## src/rtl/fb_pkg.sv

```systemverilog
// Shared types and constants for the double-buffered frame memory controller.
package fb_pkg;

  localparam int FB_W      = 640;
  localparam int FB_H      = 480;
  localparam int FB_ADDR_W = 20;

  typedef logic [7:0] color_t;
  typedef logic [9:0] coord_t;

  typedef enum logic {
    DRAW,
    WAIT_VBLANK
  } swap_state_t;

endpackage

```

## src/rtl/frame_buffer_ctrl_if.sv

```systemverilog
// Bundle of drawing-engine, VGA scan-out and external memory signals around the controller.
interface frame_buffer_ctrl_if;
  import fb_pkg::*;

  logic                 draw_valid;
  coord_t               draw_x;
  coord_t               draw_y;
  color_t               draw_color;
  logic                 frame_done;
  logic                 wr_en;
  logic                 buffer_using;
  logic                 vga_vs;
  logic                 vga_blank;
  coord_t               vga_x;
  coord_t               vga_y;
  color_t               pixel_color;
  logic [FB_ADDR_W-1:0] mem_addr;
  logic                 mem_we;
  color_t               mem_wdata;
  color_t               mem_rdata;

  modport slave (
    input  draw_valid, draw_x, draw_y, draw_color, frame_done,
    input  vga_vs, vga_blank, vga_x, vga_y, mem_rdata,
    output wr_en, buffer_using, pixel_color, mem_addr, mem_we, mem_wdata
  );

  modport master (
    output draw_valid, draw_x, draw_y, draw_color, frame_done,
    output vga_vs, vga_blank, vga_x, vga_y, mem_rdata,
    input  wr_en, buffer_using, pixel_color, mem_addr, mem_we, mem_wdata
  );

endinterface

```

## src/rtl/fb_addr_gen.sv

```systemverilog
// Maps a pixel coordinate and bank bit to a linear frame-memory address {bank, y*W+x}.
module fb_addr_gen
  import fb_pkg::*;
#(
  parameter int W      = FB_W,
  parameter int H      = FB_H,
  parameter int ADDR_W = FB_ADDR_W
) (
  input  logic              bank_i,
  input  coord_t            x_i,
  input  coord_t            y_i,
  output logic [ADDR_W-1:0] addr_o,
  output logic              in_range_o
);

  localparam int OFF_W = ADDR_W - 1;

  logic [OFF_W-1:0] row_base;

  // 640 = 512 + 128, so the row base needs only two shifted adds
  generate
    if (W == 640) begin : g_shift_add
      assign row_base = (OFF_W'(y_i) << 9) + (OFF_W'(y_i) << 7);
    end else begin : g_mult
      assign row_base = OFF_W'(y_i) * OFF_W'(W);
    end
  endgenerate

  assign addr_o     = {bank_i, row_base + OFF_W'(x_i)};
  assign in_range_o = (int'(x_i) < W) && (int'(y_i) < H);

endmodule

```

## src/rtl/frame_buffer_ctrl.sv

```systemverilog
// Double-buffered frame memory controller: alternates scan-out reads of the front bank
// with engine writes to the back bank, and swaps banks at the vblank after a finished frame.
module frame_buffer_ctrl
  import fb_pkg::*;
#(
  parameter int W = FB_W,
  parameter int H = FB_H
) (
  input  logic               clk,
  input  logic               rst,
  frame_buffer_ctrl_if.slave fb_io
);

  logic                 slot_q;
  logic                 vs_q;
  logic                 bank_q, bank_d;
  logic                 vga_blank_q;
  color_t               pixel_q;
  swap_state_t          state_q, state_d;

  logic [FB_ADDR_W-1:0] wr_addr, rd_addr;
  logic                 wr_in_range, rd_in_range;
  logic                 vs_fall;
  logic                 swap_pending;
  logic                 wr_en;

  fb_addr_gen #(.W(W), .H(H), .ADDR_W(FB_ADDR_W)) u_wr_addr (
    .bank_i     (bank_q),
    .x_i        (fb_io.draw_x),
    .y_i        (fb_io.draw_y),
    .addr_o     (wr_addr),
    .in_range_o (wr_in_range)
  );

  fb_addr_gen #(.W(W), .H(H), .ADDR_W(FB_ADDR_W)) u_rd_addr (
    .bank_i     (~bank_q),
    .x_i        (fb_io.vga_x),
    .y_i        (fb_io.vga_y),
    .addr_o     (rd_addr),
    .in_range_o (rd_in_range)
  );

  assign vs_fall      = vs_q & ~fb_io.vga_vs;
  assign swap_pending = (state_q == WAIT_VBLANK);
  assign wr_en        = slot_q & ~swap_pending & ~rst;

  always_ff @(posedge clk or posedge rst) begin
    if (rst) begin
      state_q <= DRAW;
      bank_q  <= 1'b0;
    end else begin
      state_q <= state_d;
      bank_q  <= bank_d;
    end
  end

  // A frame_done that coincides with the vsync edge swaps immediately instead of waiting
  always_comb begin
    state_d = state_q;
    bank_d  = bank_q;
    case (state_q)
      DRAW: begin
        if (fb_io.frame_done) begin
          if (vs_fall) begin
            bank_d = ~bank_q;
          end else begin
            state_d = WAIT_VBLANK;
          end
        end
      end
      WAIT_VBLANK: begin
        if (vs_fall) begin
          bank_d  = ~bank_q;
          state_d = DRAW;
        end
      end
      default: state_d = DRAW;
    endcase
  end

  always_ff @(posedge clk or posedge rst) begin
    if (rst) begin
      slot_q      <= 1'b0;
      vs_q        <= 1'b0;
      vga_blank_q <= 1'b0;
      pixel_q     <= '0;
    end else begin
      slot_q <= ~slot_q;
      vs_q   <= fb_io.vga_vs;
      // Blank flag is carried alongside the read so it lines up with mem_rdata
      if (!slot_q) begin
        vga_blank_q <= fb_io.vga_blank & rd_in_range;
      end else begin
        pixel_q <= vga_blank_q ? fb_io.mem_rdata : '0;
      end
    end
  end

  always_comb begin
    fb_io.mem_addr  = '0;
    fb_io.mem_we    = 1'b0;
    fb_io.mem_wdata = '0;
    if (!rst) begin
      if (slot_q) begin
        if (fb_io.draw_valid && wr_en && wr_in_range) begin
          fb_io.mem_addr  = wr_addr;
          fb_io.mem_we    = 1'b1;
          fb_io.mem_wdata = fb_io.draw_color;
        end
      end else begin
        fb_io.mem_addr = rd_addr;
      end
    end
  end

  assign fb_io.wr_en        = wr_en;
  assign fb_io.buffer_using = bank_q;
  assign fb_io.pixel_color  = pixel_q;

endmodule
```

## src/flat_wrapper.sv

```systemverilog
// flat-port wrapper written by rule: the top's interface ports become plain ports
module frame_buffer_ctrl_flat import fb_pkg::*;
#(
  parameter int W = FB_W,
  parameter int H = FB_H
)
  (clk, rst, fb_io_draw_valid, fb_io_draw_x, fb_io_draw_y, fb_io_draw_color, fb_io_frame_done, fb_io_vga_vs, fb_io_vga_blank, fb_io_vga_x, fb_io_vga_y, fb_io_mem_rdata, fb_io_wr_en, fb_io_buffer_using, fb_io_pixel_color, fb_io_mem_addr, fb_io_mem_we, fb_io_mem_wdata);
  frame_buffer_ctrl_if fb_io_i ();
  input  logic clk;
  input  logic rst;
  input wire logic [$bits(fb_io_i.draw_valid)-1:0] fb_io_draw_valid;
  input wire logic [$bits(fb_io_i.draw_x)-1:0] fb_io_draw_x;
  input wire logic [$bits(fb_io_i.draw_y)-1:0] fb_io_draw_y;
  input wire logic [$bits(fb_io_i.draw_color)-1:0] fb_io_draw_color;
  input wire logic [$bits(fb_io_i.frame_done)-1:0] fb_io_frame_done;
  input wire logic [$bits(fb_io_i.vga_vs)-1:0] fb_io_vga_vs;
  input wire logic [$bits(fb_io_i.vga_blank)-1:0] fb_io_vga_blank;
  input wire logic [$bits(fb_io_i.vga_x)-1:0] fb_io_vga_x;
  input wire logic [$bits(fb_io_i.vga_y)-1:0] fb_io_vga_y;
  input wire logic [$bits(fb_io_i.mem_rdata)-1:0] fb_io_mem_rdata;
  output wire logic [$bits(fb_io_i.wr_en)-1:0] fb_io_wr_en;
  output wire logic [$bits(fb_io_i.buffer_using)-1:0] fb_io_buffer_using;
  output wire logic [$bits(fb_io_i.pixel_color)-1:0] fb_io_pixel_color;
  output wire logic [$bits(fb_io_i.mem_addr)-1:0] fb_io_mem_addr;
  output wire logic [$bits(fb_io_i.mem_we)-1:0] fb_io_mem_we;
  output wire logic [$bits(fb_io_i.mem_wdata)-1:0] fb_io_mem_wdata;
  assign fb_io_i.draw_valid = fb_io_draw_valid;
  assign fb_io_i.draw_x = fb_io_draw_x;
  assign fb_io_i.draw_y = fb_io_draw_y;
  assign fb_io_i.draw_color = fb_io_draw_color;
  assign fb_io_i.frame_done = fb_io_frame_done;
  assign fb_io_i.vga_vs = fb_io_vga_vs;
  assign fb_io_i.vga_blank = fb_io_vga_blank;
  assign fb_io_i.vga_x = fb_io_vga_x;
  assign fb_io_i.vga_y = fb_io_vga_y;
  assign fb_io_i.mem_rdata = fb_io_mem_rdata;
  assign fb_io_wr_en = fb_io_i.wr_en;
  assign fb_io_buffer_using = fb_io_i.buffer_using;
  assign fb_io_pixel_color = fb_io_i.pixel_color;
  assign fb_io_mem_addr = fb_io_i.mem_addr;
  assign fb_io_mem_we = fb_io_i.mem_we;
  assign fb_io_mem_wdata = fb_io_i.mem_wdata;
  frame_buffer_ctrl #(.W(W), .H(H)) u_core (.clk(clk), .rst(rst), .fb_io(fb_io_i));
endmodule
```

## config.mk

```make
export PLATFORM = sky130hd
export DESIGN_NAME = frame_buffer_ctrl_flat
export DESIGN_NICKNAME = d
export VERILOG_FILES = /design/src/rtl/fb_pkg.sv /design/src/rtl/frame_buffer_ctrl_if.sv /design/src/rtl/fb_addr_gen.sv /design/src/rtl/frame_buffer_ctrl.sv /design/src/flat_wrapper.sv
export SDC_FILE = /design/constraint.sdc
export NUM_CORES = 1
export LEC_CHECK = 0
export ABC_AREA = 1
export BUFFER_PORTS_ARGS = -buffer_cell sky130_fd_sc_hd__buf_4
export CORE_MARGIN = 3
export CORE_UTILIZATION = 35
export DETAILED_ROUTE_END_ITERATION = 10
export PLACE_DENSITY = 0.62
export SYNTH_ARGS = -nofsm -noshare
export SYNTH_HDL_FRONTEND = slang
export SYNTH_HIERARCHICAL = 1
export SYNTH_SLANG_ARGS = --single-unit
```

## constraint.sdc

```tcl
create_clock -name clk -period 2.3 [get_ports clk]
set_input_delay 0.345 -clock clk [delete_from_list [all_inputs] [get_ports clk]]
set_output_delay 0.345 -clock clk [all_outputs]
set_load 0.005 [all_outputs]
```

* Word level (Yosys, flattened, before mapping)
Index checks and enable logic that the tools add are counted.
** Storage, ports and cells
- Bits of input ports :: 62
- Register bits after elaboration :: 13
- Word-level logic and storage cells :: 44
- Output and inout port bits :: 39
** Cells by class
- $add $sub $neg :: 4
- Eq/ne operators :: 1
- Mux-type cells :: 16
- Bitwise operators :: 9
- Reductions and logical operators :: 4
- Order comparisons :: 4
** Operator list (number)
- 2-to-1 mux 20 bit :: 3
- adder 19 x 10 -> 19 bit :: 2
- adder 19 x 17 -> 19 bit :: 2
- 2-to-1 mux 8 bit :: 4
- less-than comparator 10 bit (second input constant) :: 2
- less-than comparator 10 x 9 -> 1 bit (second input constant) :: 2
- 2-to-1 mux 1 bit :: 7
- inverter 1 bit :: 5
- AND 1 bit :: 4
- logical AND 1 bit :: 4
- one-hot mux 1 bit (2 select lines) :: 2
- != test 2 bit (second input constant) :: 1

* Logic depth before layout (Yosys ltp)
- Depth after elaboration :: 8
- Mapped depth :: 14

* By module
The synthesis kept the hierarchy.
** By module, submodules not included
- fb_addr_gen :: instances 2, cells an instance 126, area an instance 769.5 µm²
- frame_buffer_ctrl :: instances 1, cells an instance 142, area an instance 907.1 µm²

* Least setup slack after synthesis
No wires, ideal clock.
- Path kind :: input -> output
- Start point :: input port fb_io_draw_x[9]
- End point :: output port fb_io_mem_addr[16]
- Stages on the path :: 11
- Arrival time :: 2.033 ns
- Path slack :: -0.078 ns
- Path buffers :: 0
- Required time :: 1.955 ns
- Cell sequence :: inv_1 -> fa_1 -> inv_1 -> fa_1 -> nand2_1 -> nand3_1 -> nand3_1 -> nand3_1 -> nand2_1 -> nand3_1 -> a21oi_1
** Between the ends
- Elaborated cells on any way between the ends :: 7
- Classes of those cells :: add/sub: 1; order compare: 1; mux: 3; reduce/logical: 2
** RTL lines
- start: declaration :: line flat_wrapper.sv:12 : input wire logic [$bits(fb_io_i.draw_x)-1:0] fb_io_draw_x;
- adder 19 x 10 -> 19 bit :: line fb_addr_gen.sv:29 : assign addr_o = {bank_i, row_base + OFF_W'(x_i)};
- via u_core.wr_addr[16] :: line frame_buffer_ctrl.sv:21 : logic [FB_ADDR_W-1:0] wr_addr, rd_addr;
- 2-to-1 mux 20 bit :: line frame_buffer_ctrl.sv:105 : if (fb_io.draw_valid && wr_en && wr_in_range) begin
- 2-to-1 mux 20 bit :: line frame_buffer_ctrl.sv:104 : if (slot_q) begin
- 2-to-1 mux 20 bit :: line frame_buffer_ctrl.sv:103 : if (!rst) begin
- end: declaration :: line flat_wrapper.sv:24 : output wire logic [$bits(fb_io_i.mem_addr)-1:0] fb_io_mem_addr;
The timed path passes the listed nets, and every way through them passes these cells.

* Worst setup path after layout
- Start point :: input port fb_io_vga_y[0]
- End point :: output port fb_io_mem_addr[18]
** Between the ends
- Longest elaborated chain between the ends :: 4
** RTL lines
- start: declaration :: line flat_wrapper.sv:19 : input wire logic [$bits(fb_io_i.vga_y)-1:0] fb_io_vga_y;
- adder 19 x 17 -> 19 bit :: line fb_addr_gen.sv:23 : assign row_base = (OFF_W'(y_i) << 9) + (OFF_W'(y_i) << 7);
- adder 19 x 10 -> 19 bit :: line fb_addr_gen.sv:29
- via u_core.rd_addr[18] :: line frame_buffer_ctrl.sv:21
- 2-to-1 mux 20 bit :: line frame_buffer_ctrl.sv:104
- 2-to-1 mux 20 bit :: line frame_buffer_ctrl.sv:103
The timed path passes the listed nets, and every way through them passes these cells.

==> key figures <==
Status
  • Status: finished with violations
  • Failing checks: setup timing

Route
  • First-pass DRT Iterations: 4
  • DRT Wirelength: 6915 um
  • DRT iter0 DRCs: 73
  • Vias: 2,812
  • WL/cell: 11.54 um
  • Final ANT Viol Nets: 0
  • Remaining DRCs: 0
  • Vias per inst: 4.694

Synthesis
  • Sequential area share after synthesis: 13.30%
  • Cells after synthesis: 394
  • Synthesis-stage register bit count: 13
  • Mean Syn Cell Area: 6.208 um2
  • Mapped Area: 2446 um2
  • Synth Warn #: 6
  • Distinct cells, synth: 24
  • Synth Net Count: 498

Power
  • Gate power share: 63.4%
  • VDD IR max: 384.8 uV
  • Pwr Density: 334.3 nW/um2
  • Sw Pwr: 484.2 uW
  • Clock share of power: 15.6%
  • Int Pwr: 764.6 uW
  • LEAKAGE: 0.002071 uW
  • Seq pwr share: 21.0%
  • Switching share of power: 38.78%

Setup path
  • Worst-path maximum fanout: 4
  • Slowest Stage Delay on Critical Path: 0.55 ns
  • Crit path buf inv count: 5
  • Top cell by count, worst path: nand2_1
  • Critical path data required time: 1.96 ns
  • Critical Path Sink: fb_io_mem_addr[18]
  • Critical Path Stages: 13
  • Setup crit start kind: input pin
  • Worst Path Arrival: 2.23 ns
  • Cell Chain, Critical Path: buf_8, inv_4, fa_1, inv_2, fa_2, buf_4, nand3_2, nand3_1, nand2_1, nand2_1, nand2_1, a21oi_1, buf_4
  • Reg2reg start: u_core/slot_q
  • Cells on worst reg2reg path: 4
  • Crit path max-delay family: adder cells
  • Critical Path Sink Type: primary output
  • CP Class: in2out
  • Worst R2R End: u_core/vga_blank_q
  • Critical Path Start: fb_io_vga_y[0]
  • CP max stage cell: fa_1
  • R2r setup slk: 1.01 ns

Layout
  • Most frequent cells in the layout: 131 x buf_4, 113 x nand2_1, 43 x inv_1, 37 x nand3_1, 31 x nor2_1
  • Area of the multi-input gates: 2013 um2
  • Layout cell share with drive strength beyond 1: 39.72%
  • Most common cell after layout, fill and taps aside: buf_4
  • Antenna diodes: 0
  • Layout fillers: 673
  • P&R area growth vs syn: 52.74%
  • Seq. cell area: 325.3 um2
  • Post-layout util: 56.89%
  • Number of nets in the layout: 611

STA
  • RSZ-0062 raised after global routing: true
  • Fmax: 388.6 MHz
  • Slew HR: 74.62%
  • Setup violators final: 10
  • Final Cycle Share: 111.9%
  • Skew final: 0.002206 ns
  • Final Hold Fails: 0
  • Post-route setup slack: -0.2737 ns
  • Least-Margin Pin Slew: 0.3807 ns
  • Hold slack: 0.2267 ns
  • Setup_tns: -1.889 ns
  • Slew Limit Fails: 0
  • Post-layout min period: 2.574 ns

Floorplanning
  • Die Area: 8028 um2
  • Row cnt: 29
  • Core area: 6568 um2
  • IO Count: 101
  • Initial Util: 37.25%
  • Die width: 89.60 um
  • Die Span Y: 89.60 um

Placed design
  • Routability cong.: 0.8552
  • DP Wirelength: 5654 um
  • IO buf count: 100

Worst hold path
  • Hold Path Class: in2reg
  • Hold path depth: 1

GRT
  • Initial antenna violation count: 0
  • Largest net degree at the start of global routing: 22
  • Number of global-route vias before repair: 2,772
  • Global-route usage over all layers: 17.12%
  • First-pass GRT wire length: 11,340 um
  • Gr ovfl total: 0

Clock network
  • H-tree depth reported by CTS: 1
  • CTS clock-pin slew for the worst setup and hold paths: 0.05 ns
  • Clk_lat worst skew: 0.24 ns
  • CTS Sinks: 13
  • CTS tree: yes
  • Total CTS buffers: 3
  • Clock Tree Buf Depth: 2
  • Root Driver: clkbuf_8
  • Hold-fix buffers at CTS: 0

Job
  • Max Cap Viol: 0
registers in the layout, indices dropped and copies added, names as in the netlist:
signal and count:
u_core/fb_io.pixel_color 8, u_core/fb_io.buffer_using 1, u_core/slot_q 1, u_core/state_q 1, u_core/vga_blank_q 1, u_core/vs_q 1
cells in the mapped netlist (all sizes together):
cell	number	area (um2)
o21ai	3	15.01
a21oi	28	140.1
nand4	4	25.02
xor2	9	78.83
dfrtp	13	325.3
nand3	51	265.3
or2	2	12.51
xnor2	2	17.52
clkbuf	3	11.26
inv	52	195.2
nor2	34	140.1
a41oi	2	17.52
buf	24	170.2
ha	38	475.5
fa	4	80.08
nand2	125	476.7
metrics by stage:
step | power [uW] | std cells | setup slack, ns | area, um2
global placement | 927.9 | 590 | -0.3198 | 3366
CTS | 1210 | 597 | -0.2184 | 3617
global route | 1359 | 599 | -0.3763 | 3736
floorplan | 694.1 | 394 | 0.01290 | 2455
finish | 1249 | 599 | -0.2737 | 3736
detailed placement | 935.7 | 590 | -0.3301 | 3366
cell families after synthesis:
logic type / count (synthesis) / share of synthesized area, %
AO/OA/AOI/OAI: 33 / 7.059
flip-flops: 13 / 13.30
AND/OR/NAND/NOR: 216 / 37.60
buffers and inverters: 79 / 15.40
XOR/XNOR: 11 / 3.939
adder cells (fa/ha/maj): 42 / 22.71
area by class of cell:
class                   instances  area share (%)
flip-flops and latches         13           8.707
multi-input cells             302           53.88
well taps                      93           3.115
repair buffers                135           27.73
clock buffers                   4           1.206
inverters                      52           5.358
routing by layer:
layer / up-vias / GRT usage, % / wire (um)
met3: 12 / 2.646 / 485
met2: 85 / 30.65 / 3285
met4: 0 / 4.330 / 106
met1: 1251 / 21.33 / 3038
met5: - / 0 / 0
li1: 1464 / - / -
power by group through the flow:
stage / registers [uW] / logic [uW] / clock network (uW)
after floorplan: 262 / 432 / 0
after global routing: 263 / 883 / 213
final: 262 / 792 / 195
after global placement: 266 / 662 / 0
after CTS: 262 / 747 / 202
after detailed placement: 265 / 671 / 0
worst register-to-register path, cell delays in order (launching register included):
cell     delay [ns]
dfrtp_1        0.51
inv_2          0.34
buf_4          0.24
nand3_1        0.08
nand2_1        0.07
how the worst min path moves through the flow:
stage,startpoint,endpoint
2_1_floorplan,rst,u_core/fb_io.buffer_using
3_3_place_gp,u_core/fb_io.pixel_color[4],u_core/fb_io.pixel_color[4]
3_5_place_dp,fb_io_vga_vs,u_core/vs_q
4_1_cts,fb_io_vga_vs,u_core/vs_q
5_1_grt,fb_io_vga_vs,u_core/vs_q
6_report,fb_io_vga_vs,u_core/vs_q
what timing repair did:
item	CTS	global route
gates cloned	0	0
setup buffers	3	2
endpoints found under the setup margin	10	10
endpoints found under the hold margin	0	0
resized for setup	35	25
pin swaps	22	21
(Power assumes the default switching activity.)
